## config.mk

```make
export PLATFORM = sky130hd
export DESIGN_NAME = tile_order_reader
export DESIGN_NICKNAME = d
export VERILOG_FILES = /design/src/rtl/tile_order_reader.sv
export SDC_FILE = /design/constraint.sdc
export NUM_CORES = 1
export LEC_CHECK = 0
export CAP_MARGIN = 30
export CORE_ASPECT_RATIO = 1.2
export CORE_MARGIN = 5
export CORE_UTILIZATION = 48
export DETAILED_ROUTE_END_ITERATION = 6
export HOLD_SLACK_MARGIN = 0.15
export PLACE_DENSITY_LB_ADDON = 0.12
export REMOVE_ABC_BUFFERS = 1
export SKIP_LAST_GASP = 1
export SYNTH_ARGS = -nofsm -noshare
export SYNTH_HDL_FRONTEND = slang
export SYNTH_SLANG_ARGS = --single-unit
```

## constraint.sdc

```tcl
create_clock -name clk -period 15.2 [get_ports clk]
set_input_delay 4.56 -clock clk [delete_from_list [all_inputs] [get_ports clk]]
set_output_delay 4.56 -clock clk [all_outputs]
set_load 0.02 [all_outputs]
```

## src/rtl/tile_order_reader.sv

```systemverilog
// Tile-order consumer: validates a packed order word as a permutation of 0..N_TILES-1,
// then serves its entries one per handshake, with rewind-to-replay.
module tile_order_reader #(
    parameter int unsigned N_TILES = 24,
    parameter int unsigned IDX_W   = 5,
    parameter int unsigned ORDER_W = N_TILES * IDX_W
) (
    input  logic               clk,
    input  logic               rst_n,
    input  logic               load,
    input  logic [ORDER_W-1:0] order_in,
    input  logic               rewind,
    input  logic               tile_ready,
    output logic               tile_valid,
    output logic [IDX_W-1:0]   tile_pos,
    output logic [IDX_W-1:0]   tile_idx,
    output logic               tile_last,
    output logic               busy,
    output logic               done,
    output logic               error
);

    localparam logic [IDX_W-1:0] LAST_IDX = IDX_W'(N_TILES - 1);

    typedef enum logic [2:0] {IDLE, CHECK, SERVE, DONE, ERROR} state_t;

    state_t               state_q, state_d;
    logic [ORDER_W-1:0]   order_q, order_d;
    logic [IDX_W-1:0]     idx_q, idx_d;
    logic [N_TILES-1:0]   seen_q, seen_d;
    logic [IDX_W-1:0]     cur;
    logic                 in_range;
    logic                 dup;
    logic                 valid_d;
    logic [IDX_W-1:0]     pos_d;
    logic [IDX_W-1:0]     idx_out_d;
    logic                 last_d;

    // Entry 0 sits in the most significant IDX_W bits of the word.
    function automatic logic [IDX_W-1:0] entry_at(input logic [ORDER_W-1:0] ord,
                                                  input logic [IDX_W-1:0]   k);
        logic [ORDER_W-1:0] sh;
        sh = ord >> (IDX_W * (N_TILES - 1 - int'(k)));
        return sh[IDX_W-1:0];
    endfunction

    always_ff @(posedge clk or negedge rst_n) begin
        if (!rst_n) begin
            state_q    <= IDLE;
            order_q    <= '0;
            idx_q      <= '0;
            seen_q     <= '0;
            tile_valid <= 1'b0;
            tile_pos   <= '0;
            tile_idx   <= '0;
            tile_last  <= 1'b0;
            busy       <= 1'b0;
            done       <= 1'b0;
            error      <= 1'b0;
        end else begin
            state_q    <= state_d;
            order_q    <= order_d;
            idx_q      <= idx_d;
            seen_q     <= seen_d;
            tile_valid <= valid_d;
            tile_pos   <= pos_d;
            tile_idx   <= idx_out_d;
            tile_last  <= last_d;
            busy       <= (state_d == CHECK);
            done       <= (state_d == DONE);
            error      <= (state_d == ERROR);
        end
    end

    // Next-state logic; load overrides everything, rewind beats the handshake.
    always_comb begin
        state_d  = state_q;
        order_d  = order_q;
        idx_d    = idx_q;
        seen_d   = seen_q;
        cur      = entry_at(order_q, idx_q);
        in_range = (32'(cur) < N_TILES);
        dup      = in_range && seen_q[cur];

        if (load) begin
            order_d = order_in;
            seen_d  = '0;
            idx_d   = '0;
            state_d = CHECK;
        end else begin
            case (state_q)
                CHECK: begin
                    if (!in_range || dup) begin
                        state_d = ERROR;
                    end else begin
                        seen_d[cur] = 1'b1;
                        if (idx_q == LAST_IDX) begin
                            idx_d   = '0;
                            state_d = SERVE;
                        end else begin
                            idx_d = idx_q + IDX_W'(1);
                        end
                    end
                end
                SERVE: begin
                    if (rewind) begin
                        idx_d = '0;
                    end else if (tile_ready) begin
                        if (idx_q == LAST_IDX) state_d = DONE;
                        else                   idx_d   = idx_q + IDX_W'(1);
                    end
                end
                DONE: begin
                    if (rewind) begin
                        idx_d   = '0;
                        state_d = SERVE;
                    end
                end
                default: ;
            endcase
        end

        valid_d   = (state_d == SERVE);
        pos_d     = valid_d ? entry_at(order_d, idx_d) : '0;
        idx_out_d = valid_d ? idx_d : '0;
        last_d    = valid_d && (idx_d == LAST_IDX);
    end

endmodule

```

==> qor.yml, run 1 <==
largest_cells_by_area_after_synthesis: "sky130_fd_sc_hd__dfrtp_1, sky130_fd_sc_hd__mux2i_1, sky130_fd_sc_hd__mux4_2"
netlist_instances: 1634
synth_edf_count: 0
met3WireLength_um: 4896
clock_tree_from_tritoncts: "built"
synthMuxAreaShare: 0.3759
cts.reportedPaths.clkPinSlew_ps: 70
layout.cells.most_common_list: "sky130_fd_sc_hd__mux2i_1, sky130_fd_sc_hd__dfrtp_1, sky130_fd_sc_hd__clkdlybuf4s50_1"
worstHoldPathCells: 2
tritoncts.num_buffers: 17
cp-end-kind: "flip-flop"
reported_max_cap_violation_count: 0
delay_of_the_slowest_cell_on_the_worst_path_ps: 740
syn_area_per_cell_sq_um: 9.960
synth_top_family_by_area: "multiplexers"
pre_cts_ws_ps: 4079
chipWidth_um: 178.1
synth-adder-area-share: 0.02337
cts.htree.levels: 4
cp.depth: 34
number_of_global_route_vias_before_repair: 14850
fp.dieArea_sq_um: 37700
yosys.area_share.simple: 0.1120
design_area_sq_um: 18420
slew_of_the_pin_with_the_lowest_slew_margin_ps: 976.9
mappedNetlistArea_sq_um: 16270
post_synth_xor_area_fraction: 0.004305
routed-via-count: 14910
violations_in_the_final_reports: "design-rule violations"
hpwlAfterDp_um: 47330
route.met2.wl_um: 29730
drt_iter0_drc: 1782
placementRows: 73
hold_path_class: "reg2reg"
detail_route.drc_violations: 4
count_of_boundary_i_o_pins: 140
synth_area_leader_cell: "sky130_fd_sc_hd__dfrtp_1"
grt_use_total: 0.3267
place_congestion: 1.027
yosysTopAreaCellShare: 0.2568
initial_antenna_violation_count: 0
timing.slew.headroom: 0.3474
drt_first_pass_iters: 7
cell_with_the_largest_stage_delay_on_the_worst_path: "sky130_fd_sc_hd__ha_2"
hold_viol: 0
fraction_of_final_layout_cells_sized_beyond_drive_strength_1: 0.1825
area_delta_synth_final_pct: 13.18
ff2ff_path_depth: 34
status: "finished with violations"
grt_overflow_total: 0
placeableCoreArea_sq_um: 33340
area_fraction_in_compound_gates_after_synthesis: 0.1667
criticalPathCategory: "reg2reg"
startpoint_type: "flip-flop"
finalSetupViolCount: 0
worst_skew_late_latency_ps: 470
grt_max_degree: 100
detail-route-antenna-nets: 0
number_of_nets_in_the_final_layout: 1850
wire_length_of_the_first_global_routing_pass_um: 93170
synth_cell_types: 97
via_density_per_instance: 6.899
highest_routed_layer: "met4"
port_buffers: 139
ys_ff_latch: 167
synth-main-ff-cell: "sky130_fd_sc_hd__dfrtp_1"
wirelength_um: 62490
placed_cell_area_sq_um: 17750
synthesis.yosys.warnings: 0
cts_buffer_depth: 2
final.min_clock_period_ps: 11170
worstPathMaxFanout: 45
grt_setup_unrepaired: "no"
data_arrival_critical_path_ps: 11570
required_ps: 15600
timing.fmax_mhz: 89.49
effective_utilization_at_floorplan: 0.4882
post_cts.repair.setup_buffers: 0
critical-path-top-delay-family: "simple AND/OR/NAND/NOR gates"
cts_resized: 0
wirelength_met1_um: 24920
synth-async-reset-ratio: 1.000
clock-root-buffer: "sky130_fd_sc_hd__clkbuf_16"
fillerInstances: 3008
skew_ps: 11.75
synth.yosys.seq_area_share: 0.2568
fp.dieH_um: 211.7
routed_length_per_placed_instance_um: 28.92
mostFrequentLayoutCell: "sky130_fd_sc_hd__mux2i_1"
layout_setup_ws_ps: 4026
final_max_slew_viol_count: 0
layout_worst_path_cycle_share: 0.7351
cp_num_buf_inv: 6
cts_hold_repair.buffers: 0
numClockSinks: 167
==> Yosys cell counts (all sizes together), types with 6 or more instances <==
master,count
mux2i,241
dfrtp,167
mux2,154
nand2,98
nor2,98
mux4,87
a21oi,82
buf,77
inv,62
clkbuf,53
o21ai,50
nand3,44
nor3,26
ha,24
o22ai,23
a31oi,22
a211oi,19
a221oi,18
a22oi,17
o211ai,17
nand2b,16
nor2b,14
nor4,13
and2,11
nand4,11
o221ai,11
o31ai,11
or2,10
a311oi,7
a32oi,7
a211o,6
a21o,6
o21a,6
o32ai,6
or3,6
xnor2,6
==> layout make-up <==
class                           instances  area, sq um  area share
Timing Repair Buffer                  174         1717     0.09320
Sequential cell                       167         4187      0.2273
Clock inverter                         13        143.9    0.007812
Inverter                               64        240.2     0.01304
Clock buffer                           19        442.9     0.02405
Antenna cell                            1        2.502   0.0001359
Multi-Input combinational cell       1273        11120      0.6039
Tap cell                              450        563.0     0.03057
==> sequential cells by signal (all words and copies together) (netlist names) <==
signal	cells
idx_q	5
tile_last	1
done	1
state_q	3
seen_q	24
tile_pos	5
order_q	120
tile_idx	5
tile_valid	1
busy	1
error	1
==> metrics by stage <==
step	utilization	instances	setup TNS [ps]	hold WS (ps)
floorplan	-	1504	-8797	454.4
global placement	0.5323	2125	0	479.2
detailed placement	0.5323	2125	0	484.5
CTS	0.5499	2157	0	499.2
global route	0.5524	2160	0	533.9
finish	0.5525	2161	0	494.5
==> kinds of logic (layout without fill, tap and decap cells) <==
logic type	Yosys count	count (layout)
buffers and inverters	194	270
adders and majority gates	28	28
other	0	1
muxes	482	482
xor gates and xnor gates	8	8
DFF	167	167
and+or+nand+nor	373	373
AOI/OAI and AO/OA	382	382
==> worst paths after layout <==
path	startpoint	to	slack [ps]
worst min-delay path	seen_q[0]	seen_q[0]	490
worst max register to register	idx_q[1]	tile_pos[4]	4030
worst min register to register	seen_q[0]	seen_q[0]	490
max in group asynchronous	rst_n	idx_q[1]	10600
worst max-delay path	idx_q[1]	tile_pos[4]	4030
min in group asynchronous	rst_n	order_q[84]	3880
==> per-layer routing <==
metal  global-route usage  vias to the layer above
met5                    0                        -
met4               0.1513                        0
met3              0.06823                      169
met2               0.5291                      850
met1               0.4196                     7431
li1                     -                     6459
==> worst register-to-register path, delay by kind of cell, from the launching register on <==
family                   cells  cell delay [ps]
AO/OA/AOI/OAI               11             2700
adder cells (fa/ha/maj)      5             2000
buffers and inverters        6             1740
flip-flops                   1              490
multiplexers                 1              400
AND/OR/NAND/NOR             11             3760
Power of run 1 is left out: the tool's default activity adds up to more than one toggle a clock period on the data nets, which glitch-free logic cannot reach.
==> run 2: changes to the inputs <==
Clock period 15.2 ns to 10.5 ns, I/O delays scaled along.
==> run 2 against run 1 <==
  * The run now ends clean
  * Via count rose by 0.46%
  * Final cell count increased by 1.2%
  * Global-route usage rose by 0.31 points
  * Count of clock-buffer cells in the layout decreased by 2
  * Critical endpoint is now tile_pos[1]
  * Die area is the same
  * Fmax rose by 15%
  * Highest routed layer unchanged
  * Flip-flop and latch count unchanged
  * Clock skew down 1.2 ps
==> qor.yml, run 2 (same netlist as run 1, synthesis figures left out) <==
skew_ps: 10.50  # was 11.75 ps
top_usage_layer: "met2"  # unchanged
count_of_boundary_i_o_pins: 140  # unchanged
max_flop_register: "order_q"  # unchanged
detail-route-antenna-nets: 0  # unchanged
place_congestion: 1.034  # was 1.027
crit_top_cell: "sky130_fd_sc_hd__ha_1"
hold_path.startpoint: "seen_q[10]"  # was seen_q[0]
routed-via-count: 14980  # was 14910
reported_max_cap_violation_count: 0  # unchanged
largestRegisters: "order_q: 120 flops, seen_q: 24 flops"  # unchanged
layout_setup_ws_ps: 758.0  # was 4026 ps
use_met1: 0.4348  # was 0.4196
grt_overflow_total: 0  # unchanged
layout_worst_path_cycle_share: 0.9278  # was 0.7351
data_arrival_critical_path_ps: 10150  # was 11570 ps
chipWidth_um: 178.1  # unchanged
placeableCoreArea_sq_um: 33340  # unchanged
fp.dieH_um: 211.7  # unchanged
clock-root-buffer: "sky130_fd_sc_hd__clkbuf_16"  # unchanged
critical-path-top-delay-family: "compound AO/OA/AOI/OAI gates"  # was simple AND/OR/NAND/NOR gates
tritoncts.num_buffers: 17  # unchanged
required_ps: 10910  # was 15600 ps
cts.reportedPaths.clkPinSlew_ps: 70  # about the same
post_cts.repair.setup_buffers: 0  # unchanged
slew_of_the_pin_with_the_lowest_slew_margin_ps: 1075  # was 976.9 ps
totalNegativeSetupSlack_ps: 0  # unchanged
cts_resized: 0  # unchanged
hold_path_class: "reg2reg"  # unchanged
initial_antenna_violation_count: 0  # unchanged
criticalPathCategory: "reg2reg"  # unchanged
grt_use_met2: 0.5229  # was 0.5291
area_delta_synth_final_pct: 14.02  # was 13.18%
wirelength_um: 62130  # was 62490 um
final.min_clock_period_ps: 9742  # was 11170 ps
final_max_slew_viol_count: 0  # unchanged
num_antenna_cells: 0  # was 1
delay_of_the_slowest_cell_on_the_worst_path_ps: 700  # was 740 ps
pre_cts_ws_ps: 1047  # was 4079 ps
finalSetupViolCount: 0  # unchanged
status: "complete, no violations"  # was finished with violations
grt_use_total: 0.3298  # was 0.3267
wire_length_of_the_first_global_routing_pass_um: 94380  # was 93170 um
fillerInstances: 2945  # was 3008
crit_path_start: "idx_q[3]"  # was idx_q[1]
mostFrequentLayoutCell: "sky130_fd_sc_hd__mux2i_1"  # unchanged
grt_max_degree: 69  # was 100
worstPathMaxFanout: 18  # was 45
grt_setup_unrepaired: "no"  # unchanged
drt_iter0_drc: 1679  # was 1782
number_of_nets_in_the_final_layout: 1877  # was 1850
effective_utilization_at_floorplan: 0.4882  # unchanged
worst_skew_late_latency_ps: 480  # was 470 ps
port_buffers: 139  # unchanged
hold_viol: 0  # unchanged
cts_buffer_depth: 2  # unchanged
clock_tree_from_tritoncts: "built"  # unchanged
layout.cells.most_common_list: "sky130_fd_sc_hd__mux2i_1, sky130_fd_sc_hd__dfrtp_1, sky130_fd_sc_hd__clkdlybuf4s50_1"  # unchanged
worst_reg2reg_startpoint: "idx_q[3]"  # was idx_q[1]
detail_route.drc_violations: 0  # was 4
use_met3: 0.04876  # was 0.06823
timing.fmax_mhz: 102.6  # was 89.49 MHz
cts_hold_repair.buffers: 0  # unchanged
cts.htree.levels: 4  # unchanged
hpwlAfterDp_um: 47130  # was 47330 um
startpoint_type: "flip-flop"  # unchanged
largest_register_ffs: 120  # unchanged
drt_first_pass_iters: 5  # was 7
routed_length_per_placed_instance_um: 28.41  # was 28.92 um
fin_worst_hold_slack_ps: 498.7  # was 494.5 ps
timing.slew.headroom: 0.2819  # was 0.3474
dpl.cell_count: 2153  # was 2125
finalNonFillerCells: 2187  # was 2161
cp-end-kind: "flip-flop"  # unchanged
numClockSinks: 167  # unchanged
via_density_per_instance: 6.849  # was 6.899
placementRows: 73  # unchanged
fp.dieArea_sq_um: 37700  # unchanged
cell_with_the_largest_stage_delay_on_the_worst_path: "sky130_fd_sc_hd__o221ai_1"  # was sky130_fd_sc_hd__ha_2
number_of_global_route_vias_before_repair: 14970  # was 14850
fraction_of_final_layout_cells_sized_beyond_drive_strength_1: 0.1957  # was 0.1825
cp_num_buf_inv: 6  # unchanged
-- run 2: cell count changes in the layout (fill, tap and decap cells not counted), sizes merged --
cell and delta:
diode -1, bufinv -1, clkbuf -2, buf +27, clkinvlp +1, clkinv +2
-- run 2: per-stage QoR --
stage / utilization / area [sq um]
finish: 0.5566 / 18560
detailed placement: 0.5390 / 17970
CTS: 0.5561 / 18540
global placement: 0.5390 / 17970
global route: 0.5566 / 18560
floorplan: - / 15520
-- run 2: area by class of cell --
cell class,instances,area [sq um],area share
clock inverters,15,145.1,0.007822
clock buffers,17,425.4,0.02293
multi-input cells,1273,11120,0.5995
flip-flops and latches,167,4187,0.2256
well taps,450,563.0,0.03034
inverters,64,240.2,0.01295
repair buffers,201,1872,0.1009
-- run 2: tightest hold or removal path, cell delays in order (launching register included) --
cell                      delay (ps)
sky130_fd_sc_hd__dfrtp_1         340
sky130_fd_sc_hd__a21oi_1          50
sky130_fd_sc_hd__nor2_1           70
-- run 2: final timing paths --
check	cells past startpoint	to	slack, ps
min in group asynchronous	1	order_q[86]	2630
max in group asynchronous	2	idx_q[0]	6490
min reg2reg	2	seen_q[10]	500
min	2	seen_q[10]	500
max	37	tile_pos[1]	760
max reg2reg	37	tile_pos[1]	760
-- run 2: metal layers --
layer | up-vias | part of all wire
met2 | 778 | 0.47
met4 | 0 | 0.056
met5 | - | 0
met1 | 7524 | 0.41
met3 | 181 | 0.066
li1 | 6495 | -
Power of run 2 is left out for the same reason.
==> run 3: changes to the inputs <==
Settings changed: PLACE_DENSITY set to 0.76, PLACE_DENSITY_LB_ADDON 0.12 to unset.
==> run 3 against run 2 <==
  * Critical path depth shrank 5
  * Final cell count shrank 0.50%
  * Hold slack got worse by 9.6 ps
  * Flip-flop and latch count stayed put
  * Sequential share of layout area is essentially flat
  * Critical endpoint is now tile_pos[4]
==> qor.yml, run 3 (same netlist as run 1, synthesis figures left out) <==
r2r_setup_slack_ps: 530  # was 760 ps
layout.cells.most_common_list: "sky130_fd_sc_hd__mux2i_1, sky130_fd_sc_hd__dfrtp_1, sky130_fd_sc_hd__clkdlybuf4s50_1"  # unchanged
placeableCoreArea_sq_um: 33340  # unchanged
startpoint_type: "flip-flop"  # unchanged
cp_num_buf_inv: 4  # was 6
fp.dieH_um: 211.7  # unchanged
detail-route-antenna-nets: 0  # unchanged
timing.slew.headroom: 0.2884  # was 0.2819
max_flop_register: "order_q"  # unchanged
cts_buffer_depth: 2  # unchanged
clock-root-buffer: "sky130_fd_sc_hd__clkbuf_16"  # unchanged
data_arrival_critical_path_ps: 10390  # was 10150 ps
cts_hold_repair.buffers: 0  # unchanged
hold_path_class: "reg2reg"  # unchanged
layout_worst_path_cycle_share: 0.9495  # was 0.9278
hold_viol: 0  # unchanged
cts.htree.levels: 4  # unchanged
placementRows: 73  # unchanged
final.min_clock_period_ps: 9970  # was 9742 ps
required_ps: 10920  # was 10910 ps
place_congestion: 1.076  # was 1.034
skew_ps: 17.17  # was 10.50 ps
routed_length_per_placed_instance_um: 27.49  # was 28.41 um
routed-via-count: 15340  # was 14980
chipWidth_um: 178.1  # unchanged
clock_tree_from_tritoncts: "built"  # unchanged
whs_endpoint: "seen_q[1]"  # was seen_q[10]
detail_route.drc_violations: 0  # unchanged
hold_path.startpoint: "seen_q[1]"  # was seen_q[10]
grt_max_degree: 108  # was 69
layout_setup_ws_ps: 529.8  # was 758.0 ps
cell_with_the_largest_stage_delay_on_the_worst_path: "sky130_fd_sc_hd__a311oi_1"  # was sky130_fd_sc_hd__o221ai_1
cts.reportedPaths.clkPinSlew_ps: 80  # was 70 ps
timing.fmax_mhz: 100.3  # was 102.6 MHz
port_buffers: 139  # unchanged
criticalPathCategory: "reg2reg"  # unchanged
area_delta_synth_final_pct: 14.00  # was 14.02%
tritoncts.num_buffers: 17  # unchanged
cts_resized: 0  # unchanged
worstPathMaxFanout: 107  # was 18
fp.dieArea_sq_um: 37700  # unchanged
post_cts.repair.setup_buffers: 0  # unchanged
wire_length_of_the_first_global_routing_pass_um: 91540  # was 94380 um
largestRegisters: "order_q: 120 flops, seen_q: 24 flops"  # unchanged
grt_setup_unrepaired: "no"  # unchanged
num_antenna_cells: 0  # unchanged
finalSetupViolCount: 0  # unchanged
ff2ff_path_depth: 32  # was 37
drt_first_pass_iters: 6  # was 5
grt_use_total: 0.3164  # was 0.3298
regToRegEndpoint: "tile_pos[4]"  # was tile_pos[1]
effective_utilization_at_floorplan: 0.4882  # unchanged
wirelength_um: 59820  # was 62130 um
critical-path-top-delay-family: "simple AND/OR/NAND/NOR gates"  # was compound AO/OA/AOI/OAI gates
delay_of_the_slowest_cell_on_the_worst_path_ps: 600  # was 700 ps
via_density_per_instance: 7.050  # was 6.849
worstHoldPathCells: 2  # unchanged
reported_max_cap_violation_count: 0  # unchanged
numClockSinks: 167  # unchanged
initial_antenna_violation_count: 0  # unchanged
drt_iter0_drc: 2040  # was 1679
number_of_global_route_vias_before_repair: 15160  # was 14970
grt_overflow_total: 0  # unchanged
status: "complete, no violations"  # unchanged
final_max_slew_viol_count: 0  # unchanged
largest_register_ffs: 120  # unchanged
worst_skew_late_latency_ps: 480  # about the same
mostFrequentLayoutCell: "sky130_fd_sc_hd__mux2i_1"  # unchanged
layout.core_utilization: 0.5565  # was 0.5566
slew_of_the_pin_with_the_lowest_slew_margin_ps: 1065  # was 1075 ps
number_of_nets_in_the_final_layout: 1866  # was 1877
pre_cts_ws_ps: 881.8  # was 1047 ps
fraction_of_final_layout_cells_sized_beyond_drive_strength_1: 0.1906  # was 0.1957
count_of_boundary_i_o_pins: 140  # unchanged
hpwlAfterDp_um: 44860  # was 47130 um
cp-end-kind: "flip-flop"  # unchanged
worst_reg2reg_startpoint: "idx_q[0]"  # was idx_q[3]
run 3: cell count changes in the layout (fill, tap and decap cells not counted):
cell	change
sky130_fd_sc_hd__buf_4	-13
sky130_fd_sc_hd__inv_6	+5
sky130_fd_sc_hd__clkinvlp_4	-4
sky130_fd_sc_hd__buf_12	+2
sky130_fd_sc_hd__bufinv_16	+2
sky130_fd_sc_hd__clkinv_2	-2
sky130_fd_sc_hd__clkinv_4	-1
run 3: area by class of cell:
class | count | area, sq um
clock buffers | 17 | 425.4
inverters | 64 | 240.2
fillers | 2929 | 14790
clock inverters | 15 | 200.2
well taps | 450 | 563.0
flip-flops and latches | 167 | 4187
repair buffers | 190 | 1814
multi-input cells | 1273 | 11120
run 3: per-layer routing:
layer / routed length [um] / vias to the layer above / global-route usage
li1: - / 6492 / -
met3: 6045 / 290 / 0.06340
met5: 0 / - / 0
met4: 5065 / 0 / 0.2260
met2: 26930 / 1110 / 0.4833
met1: 21780 / 7448 / 0.3997
run 3: worst max-delay path by stage:
stage	to	startpoint	cells after the start	slack [ps]
detailed placement	tile_pos[4]	idx_q[0]	32	880
CTS	tile_pos[4]	idx_q[0]	32	780
floorplan	tile_pos[4]	idx_q[0]	24	-6680
global route	tile_pos[4]	idx_q[0]	34	110
global placement	tile_pos[4]	idx_q[0]	34	960
finish	tile_pos[4]	idx_q[0]	32	530
run 3: per-stage QoR:
stage          hold slack, ps  instance area [sq um]  std cells  TNS (ps)
2_1_floorplan           454.4                  15520       1504   -103150
3_3_place_gp            469.5                  17900       2142         0
3_5_place_dp            476.4                  17920       2143         0
4_1_cts                 492.0                  18550       2175         0
5_1_grt                 520.0                  18550       2176         0
6_report                489.1                  18550       2176         0
run 3: worst min-delay path, cell delays in order (launching register included):
cell	delay, ps
sky130_fd_sc_hd__dfrtp_1	340
sky130_fd_sc_hd__a21oi_1	40
sky130_fd_sc_hd__nor2_1	70
Power of run 3 is left out for the same reason.
